$ cat src/rtl/snake_pkg.sv
// Shared constants, direction codes and FSM encoding for the snake game controller.
package snake_pkg;

  localparam int GRID_W   = 64;
  localparam int GRID_H   = 48;
  localparam int MAX_LEN  = 15;
  localparam int INIT_LEN = 2;
  localparam int X_W      = 7;
  localparam int Y_W      = 6;
  localparam int LEN_W    = 4;

  localparam logic [4:0] DIR_RIGHT = 5'b00001;
  localparam logic [4:0] DIR_DOWN  = 5'b00010;
  localparam logic [4:0] DIR_LEFT  = 5'b00100;
  localparam logic [4:0] DIR_UP    = 5'b01000;
  localparam logic [4:0] DIR_STOP  = 5'b10000;

  typedef enum logic [1:0] {
    ST_IDLE,
    ST_RUN,
    ST_CHECK,
    ST_OVER
  } state_t;

  function automatic logic [4:0] reverse_dir(input logic [4:0] dir);
    case (dir)
      DIR_RIGHT: reverse_dir = DIR_LEFT;
      DIR_LEFT:  reverse_dir = DIR_RIGHT;
      DIR_DOWN:  reverse_dir = DIR_UP;
      DIR_UP:    reverse_dir = DIR_DOWN;
      default:   reverse_dir = DIR_STOP;
    endcase
  endfunction

endpackage

$ cat src/rtl/snake_if.sv
// Controller <-> movement datapath bundle: move strobes out, head/tail/food positions back.
interface snake_if;
  import snake_pkg::*;

  logic [4:0]             direction;
  logic                   step;
  logic                   dp_clr;
  logic                   food_req;
  logic [X_W-1:0]         head_x;
  logic [Y_W-1:0]         head_y;
  logic [MAX_LEN*X_W-1:0] tail_x;
  logic [MAX_LEN*Y_W-1:0] tail_y;
  logic [X_W-1:0]         food_x;
  logic [Y_W-1:0]         food_y;

  modport master (
    output direction, step, dp_clr, food_req,
    input  head_x, head_y, tail_x, tail_y, food_x, food_y
  );

  modport slave (
    input  direction, step, dp_clr, food_req,
    output head_x, head_y, tail_x, tail_y, food_x, food_y
  );

endinterface

$ cat src/rtl/snake_hit_detect.sv
// Combinational wall / self / food collision check on the current head position.
module snake_hit_detect
  import snake_pkg::*;
(
  input  logic [X_W-1:0]         head_x,
  input  logic [Y_W-1:0]         head_y,
  input  logic [MAX_LEN*X_W-1:0] tail_x,
  input  logic [MAX_LEN*Y_W-1:0] tail_y,
  input  logic [LEN_W-1:0]       length,
  input  logic [X_W-1:0]         food_x,
  input  logic [Y_W-1:0]         food_y,
  output logic                   wall_hit,
  output logic                   self_hit,
  output logic                   food_hit
);

  always_comb begin
    // Moving off the low edge wraps to 127/63, so one upper-bound compare covers both sides.
    wall_hit = (head_x >= X_W'(GRID_W)) || (head_y >= Y_W'(GRID_H));
    food_hit = (head_x == food_x) && (head_y == food_y);
    self_hit = 1'b0;
    // Segment 0 is where the head just came from and can never collide.
    for (int i = 1; i < MAX_LEN; i++) begin
      if ((LEN_W'(i) < length) &&
          (tail_x[i*X_W +: X_W] == head_x) &&
          (tail_y[i*Y_W +: Y_W] == head_y)) begin
        self_hit = 1'b1;
      end
    end
  end

endmodule

$ cat src/rtl/snake_ctrl.sv
// Snake game sequencer: step timer, direction filter, post-step hit handling, length/score.
//
// state    | meaning
// ST_IDLE  | after reset, waiting for start, direction stop
// ST_RUN   | timer counting, step issued at terminal count
// ST_CHECK | one cycle after step, head examined for hits
// ST_OVER  | game lost, counters frozen, waiting for start
module snake_ctrl
  import snake_pkg::*;
#(
  parameter int STEP_TICKS = 15165696
) (
  input  logic             clk,
  input  logic             reset,
  input  logic [3:0]       btn_dir,
  input  logic             start,
  snake_if.master          dp,
  output logic [LEN_W-1:0] length,
  output logic [7:0]       score,
  output logic             game_over
);

  localparam int TMR_W = (STEP_TICKS > 1) ? $clog2(STEP_TICKS) : 1;
  localparam logic [TMR_W-1:0] TC     = TMR_W'(STEP_TICKS - 1);
  localparam logic [TMR_W-1:0] TC_PRE = TMR_W'(STEP_TICKS - 2);

  state_t           state;
  logic [4:0]       committed;
  logic [4:0]       pending;
  logic [TMR_W-1:0] timer;
  logic             wall_hit;
  logic             self_hit;
  logic             food_hit;
  logic [4:0]       btn_req;
  logic             btn_ok;
  logic             running;

  snake_hit_detect u_hit (
    .head_x   (dp.head_x),
    .head_y   (dp.head_y),
    .tail_x   (dp.tail_x),
    .tail_y   (dp.tail_y),
    .length   (length),
    .food_x   (dp.food_x),
    .food_y   (dp.food_y),
    .wall_hit (wall_hit),
    .self_hit (self_hit),
    .food_hit (food_hit)
  );

  // Reversal is judged against the committed direction so two quick presses cannot U-turn.
  assign btn_req = {1'b0, btn_dir};
  assign btn_ok  = $onehot(btn_dir) && (btn_req != reverse_dir(committed));
  assign running = (state == ST_RUN) || (state == ST_CHECK);

  always_ff @(posedge clk or posedge reset) begin
    if (reset) begin
      state        <= ST_IDLE;
      committed    <= DIR_RIGHT;
      pending      <= DIR_RIGHT;
      timer        <= '0;
      dp.direction <= DIR_STOP;
      dp.step      <= 1'b0;
      dp.dp_clr    <= 1'b0;
      dp.food_req  <= 1'b0;
      length       <= LEN_W'(INIT_LEN);
      score        <= '0;
      game_over    <= 1'b0;
    end else begin
      dp.step     <= 1'b0;
      dp.dp_clr   <= 1'b0;
      dp.food_req <= 1'b0;
      if (running && btn_ok) begin
        pending <= btn_req;
      end
      case (state)
        ST_IDLE, ST_OVER: begin
          if (start) begin
            state        <= ST_RUN;
            dp.dp_clr    <= 1'b1;
            timer        <= '0;
            committed    <= DIR_RIGHT;
            pending      <= DIR_RIGHT;
            dp.direction <= DIR_RIGHT;
            length       <= LEN_W'(INIT_LEN);
            score        <= '0;
            game_over    <= 1'b0;
          end
        end
        ST_RUN: begin
          if (timer == TC) begin
            timer        <= '0;
            committed    <= pending;
            dp.direction <= pending;
            state        <= ST_CHECK;
          end else begin
            timer   <= timer + 1'b1;
            dp.step <= (timer == TC_PRE);
          end
        end
        ST_CHECK: begin
          timer <= timer + 1'b1;
          if (wall_hit || self_hit) begin
            state        <= ST_OVER;
            game_over    <= 1'b1;
            dp.direction <= DIR_STOP;
          end else begin
            state   <= ST_RUN;
            dp.step <= (timer == TC_PRE);
            if (food_hit) begin
              dp.food_req <= 1'b1;
              if (length != LEN_W'(MAX_LEN)) length <= length + 1'b1;
              if (score != 8'hFF) score <= score + 1'b1;
            end
          end
        end
        default: state <= ST_IDLE;
      endcase
    end
  end

endmodule

$ cat src/flat_wrapper.sv
// flat-port wrapper written by rule: the top's interface ports become plain ports
module snake_ctrl_flat import snake_pkg::*;
#(
  parameter int STEP_TICKS = 15165696
)
  (clk, reset, btn_dir, start, length, score, game_over, dp_direction, dp_step, dp_dp_clr, dp_food_req, dp_head_x, dp_head_y, dp_tail_x, dp_tail_y, dp_food_x, dp_food_y);
  snake_if dp_i ();
  input  logic clk;
  input  logic reset;
  input  logic [3:0] btn_dir;
  input  logic start;
  output logic [LEN_W-1:0] length;
  output logic [7:0] score;
  output logic game_over;
  output wire logic [$bits(dp_i.direction)-1:0] dp_direction;
  output wire logic [$bits(dp_i.step)-1:0] dp_step;
  output wire logic [$bits(dp_i.dp_clr)-1:0] dp_dp_clr;
  output wire logic [$bits(dp_i.food_req)-1:0] dp_food_req;
  input wire logic [$bits(dp_i.head_x)-1:0] dp_head_x;
  input wire logic [$bits(dp_i.head_y)-1:0] dp_head_y;
  input wire logic [$bits(dp_i.tail_x)-1:0] dp_tail_x;
  input wire logic [$bits(dp_i.tail_y)-1:0] dp_tail_y;
  input wire logic [$bits(dp_i.food_x)-1:0] dp_food_x;
  input wire logic [$bits(dp_i.food_y)-1:0] dp_food_y;
  assign dp_direction = dp_i.direction;
  assign dp_step = dp_i.step;
  assign dp_dp_clr = dp_i.dp_clr;
  assign dp_food_req = dp_i.food_req;
  assign dp_i.head_x = dp_head_x;
  assign dp_i.head_y = dp_head_y;
  assign dp_i.tail_x = dp_tail_x;
  assign dp_i.tail_y = dp_tail_y;
  assign dp_i.food_x = dp_food_x;
  assign dp_i.food_y = dp_food_y;
  snake_ctrl #(.STEP_TICKS(STEP_TICKS)) u_core (.clk(clk), .reset(reset), .btn_dir(btn_dir), .start(start), .dp(dp_i), .length(length), .score(score), .game_over(game_over));
endmodule
$ cat config.mk
export PLATFORM = sky130hd
export DESIGN_NAME = snake_ctrl_flat
export DESIGN_NICKNAME = d
export VERILOG_FILES = /design/src/rtl/snake_pkg.sv /design/src/rtl/snake_if.sv /design/src/rtl/snake_hit_detect.sv /design/src/rtl/snake_ctrl.sv /design/src/flat_wrapper.sv
export SDC_FILE = /design/constraint.sdc
export NUM_CORES = 1
export LEC_CHECK = 0
export CAP_MARGIN = 20
export CORE_MARGIN = 8
export CORE_UTILIZATION = 39
export DETAILED_ROUTE_END_ITERATION = 8
export PLACE_DENSITY = 0.79
export SYNTH_ARGS = -nofsm -noshare
export SYNTH_HDL_FRONTEND = slang
export SYNTH_HIERARCHICAL = 1
export SYNTH_SLANG_ARGS = --single-unit
export TNS_END_PERCENT = 20
$ cat constraint.sdc
create_clock -name clk -period 2.6 [get_ports clk]
set_input_delay 0.26 -clock clk [delete_from_list [all_inputs] [get_ports clk]]
set_output_delay 0.26 -clock clk [all_outputs]
set_load 0.02 [all_outputs]
==> impl_results.md, run 1 <==
- Status: complete, but fails checks
- Failing checks: negative setup slack
- Hold Fails Final Rpt: 0
- Wire per inst: roughly 22 um
- Startpoint Class: input port
- Crit-path slowest cell: clkdlybuf4s50_1
- Synthesized cell area: about 5700 um2
- DPL Wire Length: 19690 um
- First-pass GRT wire length: between 30000 and 40000 um
- Skew final: roughly 6.7 ps
- Number of DRC markers in iteration 0: about 470
- Core ar.: between 10000 and 15000 um2
- Ys Warns: 6
- Max Cap Viol: 0
- Final Net Count: 1198
- Clock sinks: 57
- Synth Flop Type: dfrtp_1
- GR Overflow Total: 0
- # DRC: 0
- Cell Rows: 44
- Min cycle time layout: 2750 ps
- Initial antenna violation count: 8
- Final setup vio count: 10
- Critical-path cell list: clkdlybuf4s50_1 > xor2_1 > nor4_2 > buf_4 > o21ai_0 > nor4_2 > nor3_1 > nand4_1 > and4bb_2 > o21ai_4 > buf_12 > nor3_1 > xnor2_1 > nor2_1
- Filler Cell Count: about 1100
- Sum of routed wire length over all layers: 25560 um
- CTS max path bufs: 2
- Die width: 137.0 um
- Share of cells above drive strength 1: 0.1793
- Post-synth EDFFs: 0
- Netlist cell types: a little under 70
- Largest net degree at the start of global routing: 58
- Crit path largest cell delay: between 400 and 500 ps
- Slew @ Worst Pin: between 1000 and 1500 ps
- CTS tree: built
- I/O Buffers: about 240
- Arrival @ worst endpoint: roughly 3000 ps
- Synthesized flop and latch total: 57
- All-layer global routing usage: 0.2581
- Rel. slew slack: 0.2949
- Slew Limit Fails: 0
- LEAKAGE: about 0.0037 uW
- Routability Congestion: around 1
- Worst hold path class: in -> async
- Peak supply drop: ~0.00043 V
- Mapped Cells: about 650
- CTS clk-pin slew, worst paths: approximately 50 ps
- Post-synth net total: about 890
- Vias in the first global route: approximately 6500
- F_max: between 0.3 and 0.4 GHz
- Die area: about 19000 um2
- Starting Density: 0.3956
- Crit Path Class: in -> reg
- Routed Antenna Nets: 0
- CTS Hold Bufs: 0
- Fin crit share: 1.058
- Critical path peak fanout: 7
- Layout area overhead: 66.32%
- Sequential share of the synthesized area: 0.2509
- Async SR Flop Fraction: 1.000
- Critical Path End Type: flip-flop
- RSZ-0062 raised after global routing: true
- Via count: roughly 6300
- Htree depth: 3
- Top cell family by delay on the critical path: simple AND/OR/NAND/NOR gates
- CP Data Required Time: roughly 2800 ps
- Setup WS post-layout: -150.3 ps
- Detailed Routing Iterations Pass 1: 5
- Multi-input gate area: between 4000 and 5000 um2
- Cells after DPL: around 1100
- Sequential Area: between 1000 and 1500 um2
- Layout Cells excl Fill: ~1200
- Vias per cell: between 5 and 6
- Tot Pwr: between 4000 and 5000 uW
- WP buf/inv: 3
- Syn avg cell area: between 8 and 9 um2
- Die height: around 140 um
- Clock Root Buffer: clkbuf_16
- Clk_lat worst skew: around 320 ps
- CTS buffer count: 9
- Boundary Pins: roughly 250
- PwrDens: 430.2 nW/um2
-- metal layers --
layer | routed length (um) | share of wire | GRT usage | vias to the layer above
met5 | 27 | 0.0011 | 0 | -
met4 | 1334 | 0.052 | 0.1418 | 6
met3 | 2337 | 0.091 | 0.05800 | 84
met2 | 12450 | 0.49 | 0.4413 | 282
met1 | 9409 | 0.37 | 0.2923 | 3014
li1 | - | - | - | 2941
-- registers in the layout, summed over array words and instances (netlist names) --
| register | count |
|---|---|
| u_core/committed | 5 |
| u_core/dp.direction | 5 |
| u_core/dp.dp_clr | 1 |
| u_core/dp.food_req | 1 |
| u_core/dp.step | 1 |
| u_core/game_over | 1 |
| u_core/length | 4 |
| u_core/pending | 5 |
| u_core/score | 8 |
| u_core/state | 2 |
| u_core/timer | 24 |
-- stage by stage --
step	instance area, um2	worst slack [ps]	setup TNS, ps	hold WS (ps)	util
finish	9489	-150.3	-1017	305.4	0.6579
CTS	9353	-15.29	-43.82	316.0	0.6484
floorplan	5724	-13.89	-13.89	399.0	-
global route	9487	-254.2	-2341	374.1	0.6577
global placement	8713	-707.0	-11760	483.1	0.6041
detailed placement	8713	-706.5	-11660	487.6	0.6041
-- cell type report --
class                           count  share of cell area
Clock buffer                       13             0.02637
Timing Repair Buffer              338              0.3488
Clock inverter                      3            0.004219
Antenna cell                        6            0.001582
Sequential cell                    57              0.1510
Tap cell                          184             0.02426
Multi-Input combinational cell    539              0.4379
Inverter                           15            0.005934
-- worst register-to-register path: cells and delay by family (launching register included) --
kind / cells / cell delay (ps)
AOI/OAI and AO/OA: 2 / 450
xor gates and xnor gates: 1 / 190
buffers and inverters: 1 / 170
DFF: 1 / 590
and+or+nand+nor: 7 / 1180
-- final timing paths --
kind,startpoint,endpoint,slack [ps],depth (start not counted)
min in group clk,btn_dir[1],u_core/pending[1]$_DFF_PP0_,340,3
hold reg to reg,u_core/dp.direction[2]$_DFFE_PP0P_,u_core/dp.direction[2]$_DFFE_PP0P_,500,1
setup reg to reg,u_core/length[1]$_DFFE_PP1P_,u_core/score[3]$_DFFE_PP0P_,-130,11
hold / removal,reset,u_core/dp.step$_DFF_PP0_,310,3
setup / recovery,dp_tail_y[24],u_core/score[3]$_DFFE_PP0P_,-150,14
max in group asynchronous,reset,u_core/pending[0]$_DFF_PP1_,1980,3
-- where the power goes --
group	leakage, uW	total (uW)	internal [uW]	switching, uW
Sequential	0.000768	1110	997	115
Combinational	0.00283	1830	920	907
Clock	0.000144	1140	764	381
Total	0.00374	4080	2680	1400
-- repair_timing --
item | 4_1_cts | 5_1_grt
endpoints found under the setup margin | 23 | 22
gates resized for setup | 58 | 30
pin swaps | 15 | 21
setup buffers | 16 | 6
cloned | 2 | 0
-- kinds of logic after synthesis --
logic type,synth area share
compound gates,0.1086
simple gates,0.2292
flops,0.2509
mux,0.007894
fa+ha+maj,0.02325
buf+inv,0.05789
xor+xnor,0.3224
-- cells in the final DEF, fill, tap and decap left out, types with 5 or more instances in the layout --
cell type	synthesis	final
clkdlybuf4s50_1	0	215
xnor2_1	121	117
xor2_1	89	89
buf_4	15	79
dfrtp_1	53	52
nand4_1	39	39
nand2_1	39	38
o21ai_0	28	25
nand3_1	23	23
a21oi_1	22	22
nor2_1	23	21
nor3_1	18	16
nor4_1	26	15
inv_1	15	14
a31oi_1	13	13
buf_6	6	12
clkbuf_16	0	9
dlygate4sd2_1	0	9
buf_12	0	9
ha_1	9	9
nor4_2	2	9
diode_2	0	6
and3_1	6	6
a22o_1	6	6
dlymetal6s2s_1	0	5
nor2b_1	5	5
nor4_4	1	5
-- synth_stat cells (all sizes together), types with 2 or more instances --
cell	instances	area, um2
or4	2	15.01
xnor2	121	1060
and4bb	2	25.02
o211ai	4	30.03
a31oi	13	81.33
a21oi	22	110.1
o31ai	4	35.03
dfstp	4	105.1
nor3b	2	15.01
xor2	89	779.5
nor4	29	209.0
and3	7	45.05
or3	4	25.02
a22o	9	82.58
nand2b	2	12.51
buf	32	235.2
nor3	19	100.1
dfrtp	53	1326
o21ai	31	166.4
inv	15	56.30
nand3	24	132.6
nor4b	4	41.29
clkbuf	10	38.78
nor2b	5	31.28
mux2i	3	30.03
nand2	40	152.6
o2111ai	2	17.52
a21o	2	15.01
ha	9	112.6
and4	5	46.29
nand4	41	269.0
nor2	23	86.33
nand3b	2	15.01
Power figures use the tool's default switching activity.
==> inputs of run 2 (changes only) <==
--- a/config.mk
+++ b/config.mk
@@ -10,6 +10,7 @@
 export CORE_UTILIZATION = 39
 export DETAILED_ROUTE_END_ITERATION = 8
 export PLACE_DENSITY = 0.79
+export SLEW_MARGIN = 10
 export SYNTH_ARGS = -nofsm -noshare
 export SYNTH_HDL_FRONTEND = slang
 export SYNTH_HIERARCHICAL = 1
==> results of run 2 <==
Final layout, timing and power as in run 1 (identical DEF).
==> inputs of run 3 (changes only) <==
--- a/config.mk
+++ b/config.mk
@@ -8,6 +8,7 @@
 export CAP_MARGIN = 20
 export CORE_MARGIN = 8
 export CORE_UTILIZATION = 39
+export CTS_CLUSTER_SIZE = 40
 export DETAILED_ROUTE_END_ITERATION = 8
 export PLACE_DENSITY = 0.79
 export SLEW_MARGIN = 10
==> results of run 3 <==
Final layout, timing and power as in run 1 (identical DEF).
